### src/rtl/ahbl_dma_master.sv
// rtl/ahbl_dma_master.sv - single-channel AHB-Lite memory-to-memory DMA master
//
// Copies `count` elements of 1, 2 or 4 bytes from src_addr to dst_addr.
// Each element is one non-pipelined read and then one non-pipelined write.
// Build option: define DMA_ALIGN_CHK_EN to reject a reserved size or a
// misaligned request at start. The request ends with err=1 and no bus activity.
//
// Ports:
//   HCLK, HRESET                     clock, asynchronous active-high reset
//   start, src_addr, dst_addr,       request; sampled only while idle
//   count, size
//   busy, done, err                  status (done is a one-cycle pulse, err sticky)
//   HADDR, HTRANS, HSIZE, HWRITE,    AHB-Lite master outputs, all registered
//   HWDATA
//   HREADY, HRDATA, HRESP            AHB-Lite master inputs
module ahbl_dma_master #(
  parameter int CNT_W = 16
) (
  input  logic             HCLK,
  input  logic             HRESET,
  input  logic             start,
  input  logic [31:0]      src_addr,
  input  logic [31:0]      dst_addr,
  input  logic [CNT_W-1:0] count,
  input  logic [1:0]       size,
  output logic             busy,
  output logic             done,
  output logic             err,
  output logic [31:0]      HADDR,
  output logic [1:0]       HTRANS,
  output logic [2:0]       HSIZE,
  output logic             HWRITE,
  output logic [31:0]      HWDATA,
  input  logic             HREADY,
  input  logic [31:0]      HRDATA,
  input  logic             HRESP
);

  localparam logic [1:0] TR_IDLE   = 2'b00;
  localparam logic [1:0] TR_NONSEQ = 2'b10;

  typedef enum logic [2:0] {S_IDLE, S_RD_A, S_RD_D, S_WR_A, S_WR_D, S_DONE} state_t;

  state_t           state;
  logic [31:0]      src;
  logic [31:0]      dst;
  logic [CNT_W-1:0] remaining;
  logic [1:0]       esize;
  logic [31:0]      elem;

  logic [1:0]  req_size;
  logic        req_bad;
  logic [31:0] inc;
  logic [7:0]  rd_byte;
  logic [15:0] rd_half;
  logic [31:0] rd_rep;

  // The reserved size code is carried out as a word copy, on the bus too.
  assign req_size = (size == 2'd3) ? 2'd2 : size;
  assign inc      = 32'd1 << esize;

`ifdef DMA_ALIGN_CHK_EN
  assign req_bad = (size == 2'd3) ||
                   ((size == 2'd1) && (src_addr[0] || dst_addr[0])) ||
                   ((size == 2'd2) && ((src_addr[1:0] != 2'd0) || (dst_addr[1:0] != 2'd0)));
`else
  assign req_bad = 1'b0;
`endif

  // The element is stored already replicated across the bus, so the write
  // data phase just forwards it and any lane the slave picks is correct.
  always_comb begin
    rd_byte = HRDATA[{src[1:0], 3'b000} +: 8];
    rd_half = src[1] ? HRDATA[31:16] : HRDATA[15:0];
    case (esize)
      2'd0:    rd_rep = {4{rd_byte}};
      2'd1:    rd_rep = {2{rd_half}};
      default: rd_rep = HRDATA;
    endcase
  end

  always_ff @(posedge HCLK or posedge HRESET) begin
    if (HRESET) begin
      state     <= S_IDLE;
      src       <= '0;
      dst       <= '0;
      remaining <= '0;
      esize     <= '0;
      elem      <= '0;
      busy      <= 1'b0;
      done      <= 1'b0;
      err       <= 1'b0;
      HADDR     <= '0;
      HTRANS    <= TR_IDLE;
      HSIZE     <= '0;
      HWRITE    <= 1'b0;
      HWDATA    <= '0;
    end else begin
      case (state)
        S_IDLE: begin
          done <= 1'b0;
          if (start) begin
            src       <= src_addr;
            dst       <= dst_addr;
            remaining <= count;
            esize     <= req_size;
            HSIZE     <= {1'b0, req_size};
            err       <= req_bad;
            if ((count == '0) || req_bad) begin
              state <= S_DONE;
              done  <= 1'b1;
            end else begin
              state  <= S_RD_A;
              busy   <= 1'b1;
              HADDR  <= src_addr;
              HTRANS <= TR_NONSEQ;
              HWRITE <= 1'b0;
            end
          end
        end
        S_RD_A: begin
          if (HREADY) begin
            state  <= S_RD_D;
            HTRANS <= TR_IDLE;
          end
        end
        S_RD_D: begin
          // An error response aborts on its first cycle; nothing more is issued.
          if (HRESP) begin
            state <= S_DONE;
            err   <= 1'b1;
            done  <= 1'b1;
            busy  <= 1'b0;
          end else if (HREADY) begin
            elem   <= rd_rep;
            state  <= S_WR_A;
            HADDR  <= dst;
            HTRANS <= TR_NONSEQ;
            HWRITE <= 1'b1;
          end
        end
        S_WR_A: begin
          if (HREADY) begin
            state  <= S_WR_D;
            HTRANS <= TR_IDLE;
            HWDATA <= elem;
          end
        end
        S_WR_D: begin
          if (HRESP) begin
            state  <= S_DONE;
            err    <= 1'b1;
            done   <= 1'b1;
            busy   <= 1'b0;
            HWRITE <= 1'b0;
          end else if (HREADY) begin
            src       <= src + inc;
            dst       <= dst + inc;
            remaining <= remaining - 1'b1;
            HWRITE    <= 1'b0;
            if (remaining == CNT_W'(1)) begin
              state <= S_DONE;
              done  <= 1'b1;
              busy  <= 1'b0;
            end else begin
              state  <= S_RD_A;
              HADDR  <= src + inc;
              HTRANS <= TR_NONSEQ;
            end
          end
        end
        S_DONE: begin
          done  <= 1'b0;
          state <= S_IDLE;
        end
        default: state <= S_IDLE;
      endcase
    end
  end

endmodule

### config.mk
export PLATFORM = sky130hd
export DESIGN_NAME = ahbl_dma_master
export DESIGN_NICKNAME = d
export VERILOG_FILES = /design/src/rtl/ahbl_dma_master.sv
export SDC_FILE = /design/constraint.sdc
export NUM_CORES = 1
export LEC_CHECK = 0
export ABC_AREA = 1
export CORE_MARGIN = 2
export CORE_UTILIZATION = 25
export DETAILED_ROUTE_END_ITERATION = 16
export PLACE_DENSITY = 0.44
export REMOVE_ABC_BUFFERS = 1
export SYNTH_ARGS = -nofsm -noshare
export SYNTH_HDL_FRONTEND = slang
export SYNTH_SLANG_ARGS = --single-unit
export TNS_END_PERCENT = 1
### constraint.sdc
create_clock -name HCLK -period 18.6 [get_ports HCLK]
set_clock_uncertainty 0.05 [all_clocks]
set_input_delay 5.58 -clock HCLK [delete_from_list [all_inputs] [get_ports HCLK]]
set_output_delay 5.58 -clock HCLK [all_outputs]
set_load 0.02 [all_outputs]
==> flow_summary.json <==
{
  "place_congestion": 0.847,
  "p_sw_share_pct": 49.5,
  "synth_flop_cell": "dfrtp_1",
  "synthesis.area_mm2": 0.0116,
  "cp.required_ns": 18.89,
  "min_from": "elem[31]$_DFFE_PP0P_",
  "start_util_pct": 25.4,
  "synth_area_leaders": "dfrtp_1, nand2_1, a21oi_1",
  "layout_min_cycle_time_ns": 7.78,
  "worstMarginPinSlew_ns": 1.18,
  "setup_violations": 0,
  "cpMostUsedCell": "nor2_1",
  "yosys.area.top_type": "dfrtp_1",
  "synth-edff-count": 0,
  "holdWs_ns": 0.434,
  "grt_max_degree": 118,
  "async_reset_ff_share_pct": 100,
  "drtIter0Drc": 850,
  "cp_max_fo": 35,
  "path_clk_slew_ns": 0.08,
  "final_area_mm2": 0.0145,
  "grt_pass1_vias": 10864,
  "max-slew-margin-rel_pct": 21.5,
  "firstDrtPassIters": 6,
  "yosys_register_bits": 186,
  "io_pins": 192,
  "clock_latency_ns": 0.47,
  "p_int_mw": 1.29,
  "wl_per_cell_um": 17.8,
  "combPwrFrac_pct": 53.6,
  "ys_warn_count": 0,
  "status": "finished, final reports clean",
  "vias": 11301,
  "hpwl_um": 30000,
  "die-width_um": 219,
  "fmax_mhz": 128,
  "num_antenna_cells": 0,
  "grt_overflow": 0,
  "slew_violations": 0,
  "place_area_mm2": 0.0139,
  "nNetsFinal": 1905,
  "slowest_delay_ns": 0.79,
  "post-synth-top-count-cell": "nand2_1",
  "p_sw_mw": 1.26,
  "die_area_mm2": 0.0480,
  "setup_tns_ns": 0,
  "cp-start-kind": "input port",
  "cts.sinks": 186,
  "design.core.area_mm2": 0.0455,
  "die_h_um": 219,
  "synth_top_area_share_pct": 40.3,
  "rows": 78,
  "cp.arrival_ns": 8.08,
  "via_per_inst": 4.73,
  "portBuffers": 189,
  "hold_viol": 0,
  "whs_endpoint": "HWDATA[31]$_DFFE_PP0P_",
  "drc_errors": 0,
  "reg2reg_slack_ns": 15.02,
  "synth.avg_cell_area_um2": 7.09,
  "clock_power_share_pct": 14.5,
  "ctsHtreeMaxLevel": 4,
  "cts_setup_buffers": 0,
  "timing.final.crit_share_pct": 41.9,
  "critical-path-top-delay-family": "simple AND/OR/NAND/NOR gates",
  "rsz0062_at_grt": "no",
  "crit_buf_inv": 2,
  "preCtsSetupSlack_ns": 10.32,
  "path_cells": "clkdlybuf4s50_1, nor2_1, nand2_1, nor2_1, nand3_1, nand4_1, nor2_4, inv_4, nor2_1, a21oi_1",
  "rr_endpoint": "HADDR[18]$_DFFE_PP0P_",
  "synthCells": 1630,
  "synth-seq-area-share_pct": 40.3,
  "layout-area-overhead-vs-synth_pct": 25.1,
  "cp-end-kind": "register",
  "min_path_type": "reg2reg",
  "p_per_area_mw_per_mm2": 176,
  "drive_above_1_share_pct": 5.64,
  "ys_types": 50,
  "postCtsResizedCells": 0,
  "p_leak_nw": 6.45,
  "maxCapViolations": 0,
  "path_class": "in2reg",
  "fin_ws_ns": 10.82,
  "cts_root_buf": "clkbuf_16",
  "grt_pass1_wl_um": 65600,
  "antenna_found_initial": 0,
  "postRouteAntennaNets": 0,
  "slowest_stage": "nor2_4",
  "synth_top_cells_by_count": "nand2_1, nor2_1, dfrtp_1, inv_1, a21oi_1",
  "seqPwrFrac_pct": 31.9,
  "ctsHoldBuffers": 0,
  "cts.path.max_buffers": 2,
  "r2r_start": "src[1]$_DFFE_PP0P_",
  "grt_usage_pct": 17.9,
  "cts_inserted_buffers": 17,
  "drt-total-wl_um": 42500,
  "hold_depth": 1,
  "rr_worst_depth": 14,
  "cts_tree": "yes",
  "vdd_drop_max_mv": 0.0672
}
[worst max-delay path by stage]
stage,cells after the start,start,end
global placement,10,count[6],HADDR[28]$_DFFE_PP0P_
finish,10,count[4],HADDR[16]$_DFFE_PP0P_
detailed placement,10,count[6],HADDR[18]$_DFFE_PP0P_
global route,10,count[6],HADDR[25]$_DFFE_PP0P_
floorplan,1,HRESET,HADDR[0]$_DFFE_PP0P_
CTS,10,count[6],HADDR[18]$_DFFE_PP0P_
[cell usage in the layout, fill, tap and decap left out, types with 9 or more instances in the layout]
cell type          n
a21oi_1          148
a31oi_1           10
clkbuf_16         17
clkdlybuf4s50_1  189
dfrtp_1          186
inv_1            184
mux2_1             9
mux2_2            23
nand2_1          402
nand2_2            9
nand3_1           95
nand4_1           37
nor2_1           188
nor3_1            31
o211ai_1          14
o21ai_0          115
o21ai_1           15
o22ai_1           13
[area by class of cell]
| class | count | area [um^2] |
|---|---|---|
| Inverter | 198 | 758 |
| Timing Repair Buffer | 197 | 1950 |
| Tap cell | 600 | 751 |
| Clock buffer | 22 | 454 |
| Sequential cell | 186 | 4650 |
| Clock inverter | 10 | 108 |
| Fill cell | 5022 | 31000 |
| Multi-Input combinational cell | 1178 | 5790 |
[flip-flops by register name, summed over array words and instances (netlist names)]
name	flops
elem	32
state	3
HSIZE	2
err	1
HWRITE	1
HWDATA	32
remaining	16
dst	32
src	32
busy	1
HADDR	32
HTRANS	1
done	1
[stage by stage]
stage	power [mW]	util [%]	cells
6_report	2.55	31.8	2391
5_1_grt	2.78	31.8	2391
4_1_cts	2.58	31.8	2391
3_5_place_dp	2.20	30.6	2359
3_3_place_gp	2.19	30.6	2359
2_1_floorplan	1.63	-	1562
[metal layers]
metal  wire (um)  vias up  track usage (%)
met5           0        -                0
met4         671        0             4.82
met3        1980       32             3.23
met2       19700      281             29.0
met1       20200     5368             24.6
li1            -     5620                -
[cells by family after synthesis]
| family | synth area share (%) |
|---|---|
| buffers and inverters | 9.84 |
| other | 0.0324 |
| AOI/OAI and AO/OA | 15.3 |
| DFF | 40.3 |
| xor gates and xnor gates | 0.682 |
| adders and majority gates | 0.866 |
| and+or+nand+nor | 29.2 |
| muxes | 3.81 |
[power groups by stage]
stage	clock, mW	combinational (mW)	sequential (mW)
after floorplan	0	0.775	0.858
final	0.370	1.37	0.815
after global routing	0.396	1.53	0.846
after detailed placement	0	1.38	0.823
after global placement	0	1.37	0.821
after CTS	0.384	1.38	0.817
Note: power is estimated with default switching activity, not from simulation.
